<file path="src/rtl/mem_stage_pkg.sv">
// Shared types and constants for the MEM pipeline stage (mem_stage, mem_stage_ctrl).
package mem_stage_pkg;

    typedef enum logic [1:0] {
        ST_IDLE = 2'd0,
        ST_REQ  = 2'd1,
        ST_RESP = 2'd2
    } state_e;

    localparam int unsigned DATA_W     = 16;
    localparam int unsigned REG_ADDR_W = 4;

    localparam logic [15:0] TIMEOUT_DATA = 16'hDEAD;

endpackage

</file>
<file path="src/rtl/mem_stage_ctrl.sv">
// MEM stage sequencer: IDLE/REQ/RESP FSM plus the optional ack timeout
// (compiled in with `define MEM_TIMEOUT_EN).
module mem_stage_ctrl #(
    parameter int unsigned TIMEOUT_CYC = 255
) (
    input  logic clk_i,
    input  logic rst_i,
    input  logic mem_op_i,
    input  logic ack_i,
    output logic stall_o,
    output logic req_o,
    output logic bubble_o,
    output logic latch_en_o,
    output logic capture_en_o,
    output logic timeout_o,
    output logic resp_o,
    output logic err_o
);
    import mem_stage_pkg::*;

    state_e state_q, state_d;
    logic   timeout_hit;
    logic   latch_en;
    logic   capture_en;

`ifdef MEM_TIMEOUT_EN
    localparam int unsigned CNT_W =
        ($clog2(TIMEOUT_CYC + 1) > 8) ? $clog2(TIMEOUT_CYC + 1) : 8;

    logic [CNT_W-1:0] cnt_q, cnt_d;
    logic             err_q, err_d;

    // cnt_q counts REQ cycles already spent, so the limit is hit in the
    // TIMEOUT_CYC-th REQ cycle.
    always_comb begin
        timeout_hit = (state_q == ST_REQ) && !ack_i &&
                      (cnt_q == CNT_W'(TIMEOUT_CYC - 1));
        cnt_d = cnt_q;
        if (state_q == ST_IDLE) begin
            cnt_d = '0;
        end else if (state_q == ST_REQ) begin
            cnt_d = cnt_q + 1'b1;
        end
        err_d = err_q | timeout_hit;
    end

    always_ff @(posedge clk_i) begin
        if (rst_i) begin
            cnt_q <= '0;
            err_q <= 1'b0;
        end else begin
            cnt_q <= cnt_d;
            err_q <= err_d;
        end
    end

    assign err_o = err_q;
`else
    assign timeout_hit = 1'b0;
    assign err_o       = 1'b0;
`endif

    always_comb begin
        state_d    = state_q;
        latch_en   = 1'b0;
        capture_en = 1'b0;
        case (state_q)
            ST_IDLE: begin
                if (mem_op_i) begin
                    latch_en = 1'b1;
                    state_d  = ST_REQ;
                end
            end
            ST_REQ: begin
                if (ack_i || timeout_hit) begin
                    capture_en = 1'b1;
                    state_d    = ST_RESP;
                end
            end
            ST_RESP: state_d = ST_IDLE;
            default: state_d = ST_IDLE;
        endcase
    end

    always_ff @(posedge clk_i) begin
        if (rst_i) begin
            state_q <= ST_IDLE;
        end else begin
            state_q <= state_d;
        end
    end

    assign stall_o      = !rst_i && (((state_q == ST_IDLE) && mem_op_i) || (state_q == ST_REQ));
    assign req_o        = !rst_i && (state_q == ST_REQ);
    assign bubble_o     = stall_o;
    assign latch_en_o   = !rst_i && latch_en;
    assign capture_en_o = !rst_i && capture_en;
    assign timeout_o    = !rst_i && timeout_hit;
    assign resp_o       = !rst_i && (state_q == ST_RESP);

endmodule

</file>
<file path="src/rtl/mem_stage.sv">
// MEM pipeline stage: ALU pass-through, load/store via req/ack data memory port.
// Optional ack timeout enabled with `define MEM_TIMEOUT_EN.
module mem_stage #(
    parameter int unsigned ADDR_W      = 16,
    parameter int unsigned DATA_W      = 16,
    parameter int unsigned TIMEOUT_CYC = 255
) (
    input  logic              clk_i,
    input  logic              rst_i,
    input  logic              reg_write_en_i,
    input  logic              mem_to_reg_i,
    input  logic              mem_write_i,
    input  logic [3:0]        reg_write_addr_i,
    input  logic [DATA_W-1:0] alu_i,
    input  logic [DATA_W-1:0] store_data_i,
    output logic              stall_o,
    output logic              reg_write_en_o,
    output logic              mem_to_reg_o,
    output logic [3:0]        reg_write_addr_o,
    output logic [DATA_W-1:0] alu_o,
    output logic              dmem_req_o,
    output logic              dmem_we_o,
    output logic [ADDR_W-1:0] dmem_addr_o,
    output logic [DATA_W-1:0] dmem_wdata_o,
    input  logic              dmem_ack_i,
    input  logic [DATA_W-1:0] dmem_rdata_i,
    output logic              dmem_err_o
);
    import mem_stage_pkg::*;

    logic mem_op;
    logic is_load;
    logic bubble;
    logic latch_en;
    logic capture_en;
    logic timeout;
    logic resp;

    logic                  we_q, we_d;
    logic [ADDR_W-1:0]     addr_q, addr_d;
    logic [DATA_W-1:0]     wdata_q, wdata_d;
    logic                  rwe_q, rwe_d;
    logic                  m2r_q, m2r_d;
    logic [REG_ADDR_W-1:0] rwa_q, rwa_d;
    logic [DATA_W-1:0]     result_q, result_d;

    // A store flag wins when both are set, so such an op never loads.
    assign mem_op  = mem_to_reg_i | mem_write_i;
    assign is_load = mem_to_reg_i & ~mem_write_i;

    mem_stage_ctrl #(
        .TIMEOUT_CYC (TIMEOUT_CYC)
    ) u_ctrl (
        .clk_i        (clk_i),
        .rst_i        (rst_i),
        .mem_op_i     (mem_op),
        .ack_i        (dmem_ack_i),
        .stall_o      (stall_o),
        .req_o        (dmem_req_o),
        .bubble_o     (bubble),
        .latch_en_o   (latch_en),
        .capture_en_o (capture_en),
        .timeout_o    (timeout),
        .resp_o       (resp),
        .err_o        (dmem_err_o)
    );

    always_comb begin
        we_d     = we_q;
        addr_d   = addr_q;
        wdata_d  = wdata_q;
        rwe_d    = rwe_q;
        m2r_d    = m2r_q;
        rwa_d    = rwa_q;
        result_d = result_q;
        if (latch_en) begin
            we_d     = mem_write_i;
            addr_d   = alu_i[ADDR_W-1:0];
            wdata_d  = store_data_i;
            rwe_d    = reg_write_en_i;
            m2r_d    = is_load;
            rwa_d    = reg_write_addr_i;
            result_d = alu_i;
        end else if (capture_en && m2r_q) begin
            result_d = timeout ? DATA_W'(TIMEOUT_DATA) : dmem_rdata_i;
        end
    end

    always_ff @(posedge clk_i) begin
        if (rst_i) begin
            we_q     <= 1'b0;
            addr_q   <= '0;
            wdata_q  <= '0;
            rwe_q    <= 1'b0;
            m2r_q    <= 1'b0;
            rwa_q    <= '0;
            result_q <= '0;
        end else begin
            we_q     <= we_d;
            addr_q   <= addr_d;
            wdata_q  <= wdata_d;
            rwe_q    <= rwe_d;
            m2r_q    <= m2r_d;
            rwa_q    <= rwa_d;
            result_q <= result_d;
        end
    end

    always_comb begin
        reg_write_en_o   = 1'b0;
        mem_to_reg_o     = 1'b0;
        reg_write_addr_o = '0;
        alu_o            = '0;
        if (rst_i) begin
            reg_write_en_o = 1'b0;
        end else if (resp) begin
            reg_write_en_o   = rwe_q;
            mem_to_reg_o     = m2r_q;
            reg_write_addr_o = rwa_q;
            alu_o            = result_q;
        end else if (!bubble) begin
            reg_write_en_o   = reg_write_en_i;
            mem_to_reg_o     = mem_to_reg_i;
            reg_write_addr_o = reg_write_addr_i;
            alu_o            = alu_i;
        end
    end

    assign dmem_we_o    = we_q;
    assign dmem_addr_o  = addr_q;
    assign dmem_wdata_o = wdata_q;

endmodule

</file>
<file path="config.mk">
export PLATFORM = sky130hd
export DESIGN_NAME = mem_stage
export DESIGN_NICKNAME = d
export VERILOG_FILES = /design/src/rtl/mem_stage_pkg.sv /design/src/rtl/mem_stage_ctrl.sv /design/src/rtl/mem_stage.sv
export SDC_FILE = /design/constraint.sdc
export NUM_CORES = 1
export LEC_CHECK = 0
export ABC_AREA = 1
export BUFFER_PORTS_ARGS = -buffer_cell sky130_fd_sc_hd__buf_2
export CAP_MARGIN = 40
export CORE_AREA = 2 2 83 85
export CTS_CLUSTER_SIZE = 28
export DETAILED_ROUTE_END_ITERATION = 10
export DIE_AREA = 0 0 85 87
export HOLD_SLACK_MARGIN = 0.15
export PLACE_DENSITY = 0.75
export RECOVER_POWER = 50
export SLEW_MARGIN = 20
export SYNTH_ARGS = -nofsm -noshare
export SYNTH_HDL_FRONTEND = slang
export SYNTH_SLANG_ARGS = --single-unit
</file>
<file path="constraint.sdc">
create_clock -name clk_i -period 1.2 [get_ports clk_i]
set_input_delay 0.12 -clock clk_i [delete_from_list [all_inputs] [get_ports clk_i]]
set_output_delay 0.12 -clock clk_i [all_outputs]
set_load 0.02 [all_outputs]
</file>
## After elaboration in Yosys (flattened, before gate mapping)

Cells that the tools add are included.

| word-level totals | value |
|---|---|
| register bits after elaboration | 57 |
| latch bits | 0 |
| bits in writable memories | 0 |
| memory bits (read-only) | 0 |
| bits of input ports | 58 |
| output and inout port bits | 58 |
| logic and storage cells | 48 |
| memories | 0 |

| operators by class | value |
|---|---|
| add/sub/neg operators | 0 |
| multipliers | 0 |
| divide/modulo/power cells | 0 |
| $lt $le $gt $ge | 0 |
| equal/unequal tests | 4 |
| shift operators | 0 |
| muxes and demuxes | 21 |
| bitwise logic cells | 3 |
| reduce and logical (&&, ||, !) cells | 12 |

Operators by type and width:

| kind | number |
|---|---|
| $mux W16 | 5 |
| $mux W4 | 3 |
| $mux W1 | 10 |
| $logic_and A1 B1 Y1 | 7 |
| $mux W2 | 2 |
| $pmux W2 S2 | 1 |
| $eq A2 B1 Y1 const B | 1 |
| $eq A2 B2 Y1 const B | 1 |
| $logic_not A2 Y1 | 1 |
| $ne A2 B1 Y1 const B | 1 |
| $ne A2 B2 Y1 const B | 1 |
| $reduce_and A2 Y1 | 1 |
| $reduce_bool A2 Y1 | 1 |
| $and A1 B1 Y1 | 1 |
| $logic_not A1 Y1 | 1 |
| $logic_or A1 B1 Y1 | 1 |
| $not A1 Y1 | 1 |
| $or A1 B1 Y1 | 1 |

## Longest topological paths before layout

Gate-level depths: netlist of run 1.

| logic depth | value |
|---|---|
| depth in word-level cells | 7 |
| depth in mapped cells | 8 |

## Hierarchy

A second synthesis of run 1 with hierarchy kept.

| unflattened totals | value |
|---|---|
| cells, all modules | 393 |
| area total of the unflattened synthesis | 2727.6 sq um |

By module, submodules not included:

| module | times used | cells each | area an instance (sq um) | sequential area each (sq um) |
|---|---|---|---|---|
| mem_stage | 1 | 371 | 2592.5 | 1101.1 |
| mem_stage_ctrl | 1 | 22 | 135.1 | 40.0 |

## Least setup slack after synthesis of run 1

Ideal clock, no wire load.

| path | value |
|---|---|
| kind | flip-flop to output port |
| start | register u_ctrl.state_q[1] |
| end | output alu_o[10] |
| arrival time | 1266 ps |
| data required time | 1080 ps |
| path slack | -186 ps |
| cell stages (with the launch flop) | 7 |
| buffers on the path | 2 |
| cells stage by stage | dfxtp_1 -> nor2_4 -> nand3_2 -> buf_6 -> buf_4 -> nand3_1 -> a21oi_1 |

| between the ends | value |
|---|---|
| longest elaborated chain between the ends | 7 |
| elaborated cells between the ends (all ways) | 10 |
| those cells by class | eq/ne: 2; mux: 3; reduce/logical: 5 |

Ends and longest elaborated chain:

| what | RTL line | RTL |
|---|---|---|
| start, declared | mem_stage_ctrl.sv:21 | `state_e state_q, state_d;` |
| start signal, assigned | mem_stage_ctrl.sv:89 | `state_q <= state_d;` |
| $logic_not A2 Y1 | mem_stage_ctrl.sv:93 | `assign stall_o = !rst_i && (((state_q == ST_IDLE) && mem_op_i) \|\| (state_q == ST_REQ));` |
| $logic_and A1 B1 Y1 | mem_stage_ctrl.sv:93 |  |
| $logic_or A1 B1 Y1 | mem_stage_ctrl.sv:93 |  |
| $logic_and A1 B1 Y1 | mem_stage_ctrl.sv:93 |  |
| $mux W16 | mem_stage.sv:121 | `end else if (!bubble) begin` |
| $mux W16 (*) | mem_stage.sv:116 | `end else if (resp) begin` |
| $mux W16 (*) | mem_stage.sv:114 | `if (rst_i) begin` |
| end, declared | mem_stage.sv:20 | `output logic [DATA_W-1:0] alu_o,` |

Mark *: on every way between the ends. The rest lies on a longest branch, timed or not.

## Worst setup path in the final report of run 1

| path | value |
|---|---|
| start | register u_ctrl.state_q[0] |
| end | output alu_o[7] |

The elaborated chain is that of the path after synthesis.

==> impl_metrics.env, run 1 <==
export IMPL_power_share_clock_pct=28.0
export IMPL_clock_path_buffers=2
export IMPL_route_detailed_wl_per_inst_um=18.06
export IMPL_r2r_start="u_ctrl.state_q[0]"
export IMPL_critPathRequiredTime_ps=1080
export IMPL_register_area_sq_um=1149
export IMPL_startpoint="u_ctrl.state_q[0]"
export IMPL_hold_path_endpoint="dmem_we_o"
export IMPL_cts_root_buf="clkbuf_8"
export IMPL_p_per_area_nw_per_um2=1161
export IMPL_r2r_end="dmem_addr_o[1]"
export IMPL_cp_buffers_inverters=3
export IMPL_violations="negative setup slack"
export IMPL_drive_gt1_share_pct=45.57
export IMPL_syn_inst=404
export IMPL_switching_power_w=0.002280
export IMPL_clock_sinks=57
export IMPL_n_fill_cell=381
export IMPL_synth_area_sq_um=2733
export IMPL_syn_avg_cell_area_sq_um=6.764
export IMPL_setup_viol=79
export IMPL_slowest_delay_ps=380
export IMPL_gp_congestion=0.8252
export IMPL_min_period_ps=1634
export IMPL_drc=0
export IMPL_yosysSeqAreaShare_pct=41.76
export IMPL_stdcell_count=690
export IMPL_dpl_hpwl_mm=5.967
export IMPL_placementRows=30
export IMPL_fin_skew_ps=6.128
export IMPL_htreeDepth=3
export IMPL_reg2reg_slack_ps=-210
export IMPL_grt_pass1_vias=3773
export IMPL_min_path_cells=4
export IMPL_die_area_sq_um=7395
export IMPL_io_buffers=114
export IMPL_worst_r2r_path_depth=8
export IMPL_cts_buffers=9
export IMPL_floorplan_initialDensity_pct=41.60
export IMPL_cts_reportedPaths_clkPinSlew_ps=70
export IMPL_hold_viol=0
export IMPL_layout_commonest_cell="nand2_1"
export IMPL_via_per_inst=5.475
export IMPL_hp_start="mem_write_i"
export IMPL_clkLatencyLatePin_ps=340
export IMPL_cp_top_family="flip-flops"
export IMPL_multi_input_area_sq_um=2031
export IMPL_drtAntennaViolNets=0
export IMPL_ir_drop_mv=0.8528
export IMPL_pin_count=116
export IMPL_critical_path_class="flop to primary output"
export IMPL_grt_use_total_pct=31.06
export IMPL_period_share_pct=136.1
export IMPL_netSwitchingFraction_pct=35.04
export IMPL_maxCapViolations=0
export IMPL_seqPwrFrac_pct=34.2
export IMPL_p_leak_nw=2.633
export IMPL_path_cells="inv_4 -> nor2_4 -> nand2_8 -> buf_12 -> nand3_4 -> a21oi_4 -> buf_6"
export IMPL_grt_max_degree=49
export IMPL_vias=3778
export IMPL_diodes=0
export IMPL_crit_fanout=6
export IMPL_coreArea_sq_um=6569
export IMPL_slowest_stage="dfxtp_4"
export IMPL_p_int_w=0.004226
export IMPL_fin_nets=663
export IMPL_critPathCaptureType="primary output"
export IMPL_most_common_layout_cells="nand2_1, buf_2, dfxtp_1, dlygate4sd3_1, nand3_2"
export IMPL_drt_first_iter_violations=320
export IMPL_synth_distinct_cells=22
export IMPL_setup_tns_final_ps=-18680
export IMPL_fmax_mhz=612.2
export IMPL_combPwrFrac_pct=37.8
export IMPL_synthesis_yosys_warnings=0
export IMPL_cts_tree="built"
export IMPL_die_w_um=85
export IMPL_firstDrtPassIters=7
export IMPL_die_y_um=87
export IMPL_drv_slew=0
export IMPL_wl_mm=12.46
export IMPL_synth_fp_nets=462
export IMPL_antenna_found_initial=0
export IMPL_synth_seq_cells=57
export IMPL_grt_pass1_wl_mm=18.02
export IMPL_path_depth=7
export IMPL_grt_setup_unrepaired="true"
export IMPL_worstPathArrival_ps=1510
export IMPL_crit_path_start_kind="flop"
export IMPL_area_growth_pct=105.1
export IMPL_overflow=0
export IMPL_holdCritPathClass="primary input to flop"
export IMPL_finalWorstSetupSlack_ps=-433.5
export IMPL_run_status="finished, violations left"
export IMPL_dpl_cell_count=603
-- worst reg2reg max path, cell delays in order, from the launching register on --
cell and delay (ps):
dfxtp_4 360, nor2_4 140, buf_6 110, buf_6 120, buf_8 140, nand2_8 110
clkbuf_16 210, nand3_2 50, nand2_1 50
-- repair_timing --
item,in CTS,in global routing
pin swaps,34,33
hold buffers,55,0
hold endpoints to repair,56,0
buffers inserted,8,3
setup endpoints to repair,78,80
gates cloned,6,3
gates resized for setup,141,55
-- routing by layer --
layer,global-route usage [%],vias to the layer above,part of all wire [%]
li1,-,1734,-
met1,34.51,1807,38
met2,55.82,197,53
met3,6.445,40,6.5
met4,16.16,0,3.1
met5,0,-,0
-- worst max path at each step --
stage | to | slack [ps]
6_report | alu_o[7] | -430
5_1_grt | mem_to_reg_o | -490
3_5_place_dp | reg_write_addr_o[1] | -140
2_1_floorplan | alu_o[10] | -6
4_1_cts | stall_o | -410
3_3_place_gp | alu_o[14] | -100
-- final cells by class --
cell class	count	area share (%)
inverters	24	1.831
repair buffers	223	36.15
clock buffers	11	2.523
flip-flops and latches	57	20.50
well taps	80	1.786
multi-input cells	290	36.24
clock inverters	5	0.9824
-- through the flow --
| step | total power [W] | worst slack, ps | util, % | hold slack (ps) | cell area [sq um] |
|---|---|---|---|---|---|
| floorplan | 0.003256 | -6.259 | - | 217.6 | 3068 |
| global placement | 0.003777 | -100.3 | 59.30 | 306.3 | 3895 |
| detailed placement | 0.003819 | -142.7 | 59.30 | 312.7 | 3895 |
| CTS | 0.006226 | -408.0 | 81.14 | 158.7 | 5330 |
| global route | 0.006751 | -489.8 | 85.31 | 174.3 | 5604 |
| finish | 0.006506 | -433.5 | 85.31 | 166.2 | 5604 |
-- power groups by stage --
stage	Sequential (W)	Combinational [W]	Clock (W)
after global placement	0.00221	0.00156	0
after global routing	0.00224	0.00259	0.00192
final	0.00223	0.00246	0.00182
after floorplan	0.00234	0.000919	0
after CTS	0.00219	0.00221	0.00183
after detailed placement	0.00222	0.00160	0
-- cells by family after synthesis --
| family | count (synthesis) | share of synthesized area [%] |
|---|---|---|
| AND/OR/NAND/NOR | 242 | 39.24 |
| flip-flops | 57 | 41.76 |
| buffers and inverters | 57 | 9.661 |
| AO/OA/AOI/OAI | 47 | 9.203 |
| other | 1 | 0.1372 |
-- synth_stat cells (all sizes together) --
| master | number | area share [%] |
|---|---|---|
| nor2 | 35 | 5.2 |
| dfxtp | 57 | 42 |
| clkbuf | 11 | 1.5 |
| inv | 24 | 3.3 |
| a21oi | 22 | 4.0 |
| nand2 | 112 | 15 |
| o21ai | 24 | 4.4 |
| nand4 | 17 | 4.1 |
| nand3 | 78 | 14 |
| conb | 1 | 0.14 |
| o31ai | 1 | 0.78 |
| buf | 22 | 4.9 |
-- registers in the layout, summed over array words and instances, names as in the netlist --
register and cells:
result_q 16, dmem_wdata_o 16, u_ctrl.state_q 2, m2r_q 1, dmem_addr_o 16, rwa_q 4
rwe_q 1, dmem_we_o 1
Note: power is estimated with default switching activity, not from simulation.
==> run 2: changes to the inputs <==
CELL_PAD_IN_SITES_DETAIL_PLACEMENT = 0   (was unset)
CELL_PAD_IN_SITES_GLOBAL_PLACEMENT = 1   (was unset)
CORE_AREA = 2 2 101 103   (was 2 2 83 85)
DIE_AREA = 0 0 103 105   (was 0 0 85 87)
PLACE_DENSITY = unset   (was 0.75)
PLACE_DENSITY_LB_ADDON = 0.1   (was unset)
==> run 2 against run 1 <==
The run still ends with negative setup slack left. Core utilization fell by 27 points. Flip-flop and latch count did not move. Power rose by 5.2%. Critical endpoint is now alu_o[15].
==> impl_metrics.env, run 2 (same netlist as run 1, synthesis figures left out) <==
export IMPL_run_status="finished, violations left"
export IMPL_violations="negative setup slack"
export IMPL_grt_pass1_vias=3277
export IMPL_cts_reportedPaths_clkPinSlew_ps=60
export IMPL_coreArea_sq_um=9639
export IMPL_area_growth_pct=106.3
export IMPL_hold_viol=0
export IMPL_routed_top_layer="met4"
export IMPL_io_buffers=114
export IMPL_most_common_layout_cells="nand2_1, buf_2, dlygate4sd3_1"
export IMPL_die_y_um=105
export IMPL_n_fill_cell=920
export IMPL_via_per_inst=4.636
export IMPL_maxCapViolations=0
export IMPL_drt_first_iter_violations=99
export IMPL_diodes=0
export IMPL_min_period_ps=1626
export IMPL_die_area_sq_um=10820
export IMPL_wl_met3_um=495
export IMPL_antenna_found_initial=0
export IMPL_critPathCaptureType="primary output"
export IMPL_overflow=0
export IMPL_route_detailed_wl_per_inst_um=13.91
export IMPL_path_cells="nor2_4 -> nand3_4 -> buf_12 -> nand3_2 -> a21oi_4 -> buf_6"
export IMPL_slowest_stage="dfxtp_4"
export IMPL_setup_viol=80
export IMPL_worst_r2r_path_depth=8
export IMPL_critical_path_class="flop to primary output"
export IMPL_slowest_delay_ps=370
export IMPL_stdcell_count=756
export IMPL_path_depth=6
export IMPL_firstDrtPassIters=4
export IMPL_reg2reg_slack_ps=-290
export IMPL_holdCritPathClass="primary input to flop"
export IMPL_fin_nets=676
export IMPL_clkLatencyLatePin_ps=330
export IMPL_finalWorstSetupSlack_ps=-425.7
export IMPL_p_per_area_nw_per_um2=1214
export IMPL_cts_root_buf="clkbuf_8"
export IMPL_placementRows=36
export IMPL_crit_path_start_kind="flop"
export IMPL_ir_drop_mv=0.6797
export IMPL_fmax_mhz=615.1
export IMPL_floorplan_initialDensity_pct=28.35
export IMPL_cts_buffers=9
export IMPL_drv_slew=0
export IMPL_worstPathArrival_ps=1510
export IMPL_fin_skew_ps=6.294
export IMPL_crit_fanout=11
export IMPL_p_leak_nw=2.692
export IMPL_cp_top_family="simple AND/OR/NAND/NOR gates"
export IMPL_die_w_um=103
export IMPL_register_area_sq_um=1146
export IMPL_cp_endpoint="alu_o[15]"
export IMPL_grt_max_degree=43
export IMPL_grt_pass1_wl_mm=15.75
export IMPL_grt_setup_unrepaired="true"
export IMPL_startpoint="u_ctrl.state_q[1]"
export IMPL_cp_buffers_inverters=2
export IMPL_grt_use_total_pct=18.28
export IMPL_cts_tree="built"
export IMPL_finalPower_w=0.006842
export IMPL_htreeDepth=3
export IMPL_clock_path_buffers=2
export IMPL_met1_length_mm=4.699
export IMPL_drc=0
export IMPL_layout_commonest_cell="nand2_1"
export IMPL_multi_input_area_sq_um=1971
export IMPL_wl_mm=10.51
export IMPL_period_share_pct=135.5
export IMPL_drive_gt1_share_pct=45.43
export IMPL_critPathRequiredTime_ps=1080
export IMPL_dpl_hpwl_mm=6.475
export IMPL_drtAntennaViolNets=0
export IMPL_dpl_cell_count=666
export IMPL_pin_count=116
export IMPL_met2_length_mm=5.168
export IMPL_vias=3505
export IMPL_r2r_end="result_q[9]"
export IMPL_r2r_start="u_ctrl.state_q[1]"
export IMPL_clock_sinks=57
export IMPL_gp_congestion=0.7456
-- run 2: changes by cell type in the layout (fill, tap and decap cells not counted), moves of 6 or more --
| cell | delta |
|---|---|
| buf_16 | -6 |
| nand3_2 | -38 |
| buf_4 | +23 |
| nand3_1 | +35 |
| nand2_1 | -15 |
| nand2_2 | +13 |
| nor2_1 | -11 |
| nor2_2 | +9 |
-- run 2: metrics by stage --
step	cell area, sq um	TNS [ps]	hold WS [ps]	worst slack [ps]	util (%)
floorplan	3068	-52.67	217.6	-6.259	-
global placement	4011	-4668	306.4	-153.0	41.61
detailed placement	4011	-5317	312.6	-157.1	41.61
CTS	5156	-12820	180.2	-440.5	53.49
global route	5637	-20900	201.3	-498.2	58.48
finish	5637	-15650	197.7	-425.7	58.48
-- run 2: routing by layer --
metal,track usage (%),vias to the layer above
li1,-,1763
met1,23.31,1642
met4,4.793,0
met2,30.71,88
met3,4.147,12
met5,0,-
-- run 2: power by group --
part	internal (W)	switching (W)	total [W]
sequential	0.00208	0.000107	0.00219
clock	0.00155	0.000805	0.00236
combinational	0.00107	0.00123	0.00230
-- run 2: layout make-up --
class | instances | area share, %
inverters | 24 | 1.887
clock buffers | 12 | 2.930
repair inverters | 1 | 0.1998
clock inverters | 4 | 1.731
well taps | 133 | 2.952
repair buffers | 235 | 35.01
flip-flops and latches | 57 | 20.33
multi-input cells | 290 | 34.96
-- run 2: timing repair --
item / 4_1_cts / 5_1_grt
cloned: 1 / 6
endpoints found under the hold margin: 56 / 0
gates resized for setup: 82 / 99
hold buffers: 56 / 0
pin swaps: 16 / 33
endpoints found under the setup margin: 65 / 78
buffers inserted: 4 / 9
-- run 2: worst min-delay path by stage --
stage / depth (start not counted) / to / startpoint
2_1_floorplan: 1 / m2r_q / mem_write_i
3_3_place_gp: 3 / dmem_wdata_o[13] / store_data_i[13]
3_5_place_dp: 3 / dmem_wdata_o[13] / store_data_i[13]
4_1_cts: 4 / dmem_addr_o[1] / alu_i[1]
5_1_grt: 4 / dmem_addr_o[1] / alu_i[1]
6_report: 4 / dmem_addr_o[1] / alu_i[1]
-- run 2: worst min-delay path, cell delays in order --
cell and delay [ps]:
buf_2 110, nand4_1 110, buf_4 110, nand2_1 40
==> run 3: changes to the inputs <==
CORE_AREA = 2 2 96 98   (was 2 2 101 103)
CTS_BUF_LIST = sky130_fd_sc_hd__clkbuf_16   (was unset)
DIE_AREA = 0 0 98 100   (was 0 0 103 105)
clock period = 1.6 ns   (was 1.2 ns; I/O delays follow)
==> run 3 against run 2 <==
Clock skew decreased by 2.6 ps. Clock power down 14%. Register-to-register slack gained 470 ps. Critical path type unchanged. Largest power group unchanged. Critical path depth is 1 higher. Critical endpoint is now alu_o[4]. Routed wire length fell by 13%. Largest cell class is now multi-input combinational cells. Hold slack got worse by 42 ps. Power is 28% lower. Sequential power decreased by 25%. Combinational power is 44% lower. The run still ends with negative setup slack left. Worst setup slack better by 400 ps. Final area fell by 18%. Die area down 9.4%.
==> impl_metrics.env, run 3 (same netlist as run 1, synthesis figures left out) <==
export IMPL_grt_use_total_pct=18.81
export IMPL_antenna_found_initial=0
export IMPL_fin_nets=624
export IMPL_coreArea_sq_um=8890
export IMPL_worstPathArrival_ps=1460
export IMPL_placementRows=35
export IMPL_dpl_hpwl_mm=5.767
export IMPL_die_w_um=98
export IMPL_critical_path_class="flop to primary output"
export IMPL_netSwitchingFraction_pct=30.14
export IMPL_cts_reportedPaths_clkPinSlew_ps=50
export IMPL_drt_first_iter_violations=128
export IMPL_floorplan_initialDensity_pct=30.74
export IMPL_vias=3213
export IMPL_holdCritPathClass="primary input to flop"
export IMPL_gp_congestion=0.7663
export IMPL_cts_tree="built"
export IMPL_p_leak_nw=2.358
export IMPL_cp_top_family="buffers and inverters"
export IMPL_area_growth_pct=68.64
export IMPL_grt_setup_unrepaired="true"
export IMPL_combPwrFrac_pct=26.0
export IMPL_seqPwrFrac_pct=33.1
export IMPL_clock_path_buffers=2
export IMPL_setup_viol=6
export IMPL_worst_r2r_path_depth=9
export IMPL_min_period_ps=1622
export IMPL_critPathRequiredTime_ps=1440
export IMPL_clock_sinks=57
export IMPL_finalWorstSetupSlack_ps=-22.29
export IMPL_via_per_inst=4.711
export IMPL_hold_viol=0
export IMPL_fmax_mhz=616.4
export IMPL_n_fill_cell=901
export IMPL_slowest_stage="dfxtp_4"
export IMPL_fin_area_sq_um=4608
export IMPL_firstDrtPassIters=4
export IMPL_p_int_w=0.003455
export IMPL_route_detailed_wl_per_inst_um=13.49
export IMPL_diodes=0
export IMPL_crit_fanout=5
export IMPL_wl_mm=9.198
export IMPL_slowest_delay_ps=360
export IMPL_grt_max_degree=42
export IMPL_io_buffers=114
export IMPL_reg2reg_slack_ps=180
export IMPL_period_share_pct=101.4
export IMPL_setup_tns_final_ps=-99.38
export IMPL_path_depth=7
export IMPL_cts_buffers=9
export IMPL_die_area_sq_um=9800
export IMPL_crit_path_start_kind="flop"
export IMPL_power_share_clock_pct=40.9
export IMPL_path_cells="inv_4 -> nor2_4 -> nand2_4 -> clkbuf_16 -> nand3_1 -> a21oi_2 -> buf_4"
export IMPL_clkLatencyLatePin_ps=330
export IMPL_drc=0
export IMPL_p_per_area_nw_per_um2=1073
export IMPL_ir_drop_mv=0.7137
export IMPL_drv_slew=0
export IMPL_fin_hold_ws_ps=156.2
export IMPL_placed_area_sq_um=3486
export IMPL_drtAntennaViolNets=0
export IMPL_fin_skew_ps=3.693
export IMPL_grt_pass1_vias=3025
export IMPL_grt_pass1_wl_mm=14.89
export IMPL_switching_power_w=0.001490
export IMPL_drive_gt1_share_pct=34.33
export IMPL_cp_buffers_inverters=3
export IMPL_min_path_cells=5
export IMPL_die_y_um=100
export IMPL_pin_count=116
export IMPL_htreeDepth=3
export IMPL_violations="negative setup slack"
export IMPL_place_ws_ps=152.6
export IMPL_maxCapViolations=0
export IMPL_critPathCaptureType="primary output"
export IMPL_overflow=0
export IMPL_most_common_layout_cells="nand2_1, buf_2, nand3_1"
export IMPL_layout_commonest_cell="nand2_1"
export IMPL_run_status="finished, violations left"
export IMPL_cts_root_buf="clkbuf_16"
run 3: changes by cell type in the layout (fill, tap and decap cells not counted), sizes merged, moves of 3 or more:
cell,previous run,this run
clkinv,1,4
dlygate4sd3,56,38
buf,158,138
clkbuf,33,17
run 3: final timing paths:
check | from | end
worst max-delay path | u_ctrl.state_q[0] | alu_o[4]
worst min register to register | dmem_addr_o[1] | dmem_addr_o[1]
worst min-delay path | dmem_rdata_i[15] | result_q[15]
worst max register to register | u_ctrl.state_q[1] | result_q[14]
run 3: worst register-to-register path, delay by kind of cell, from the launching register on:
| kind | cells | cell delay [ps] |
|---|---|---|
| buffers and inverters | 3 | 430 |
| and+or+nand+nor | 6 | 510 |
| DFF | 1 | 370 |
run 3: final cells by class:
cell class                      count  area (sq um)  share of cell area (%)
Sequential cell                    57          1149                   24.93
Inverter                           24         92.59                   2.009
Timing Repair Buffer              184          1385                   30.06
Tap cell                          111         138.9                   3.014
Multi-Input combinational cell    290          1533                   33.26
Clock inverter                      7         85.08                   1.846
Clock buffer                        9         225.2                   4.887
run 3: through the flow:
step | total power (W) | instances | utilization (%)
after global routing | 0.005203 | 682 | 51.84
final | 0.004946 | 682 | 51.84
after global placement | 0.002684 | 620 | 39.21
after detailed placement | 0.002690 | 620 | 39.21
after floorplan | 0.002311 | 404 | -
after CTS | 0.004952 | 681 | 50.32
run 3: power by group through the flow:
stage          clock, W  sequential (W)  combinational (W)
2_1_floorplan         0         0.00175           0.000559
3_3_place_gp          0         0.00165            0.00103
3_5_place_dp          0         0.00166            0.00103
4_1_cts         0.00208         0.00163            0.00124
5_1_grt         0.00214         0.00165            0.00141
6_report        0.00202         0.00164            0.00129
run 3: what timing repair did:
action / 4_1_cts / 5_1_grt
setup endpoints to repair: 23 / 22
pin swaps: 2 / 11
gates cloned: 2 / 1
hold buffers: 38 / 0
resized for setup: 65 / 35
setup buffers: 5 / 0
hold endpoints to repair: 39 / 0
run 3: layer usage:
metal	track usage [%]	up-vias	share of wire, %
li1	-	1660	-
met1	24.33	1466	47
met2	30.82	77	47
met3	4.735	10	4.5
met4	6.303	0	1.3
met5	0	-	0
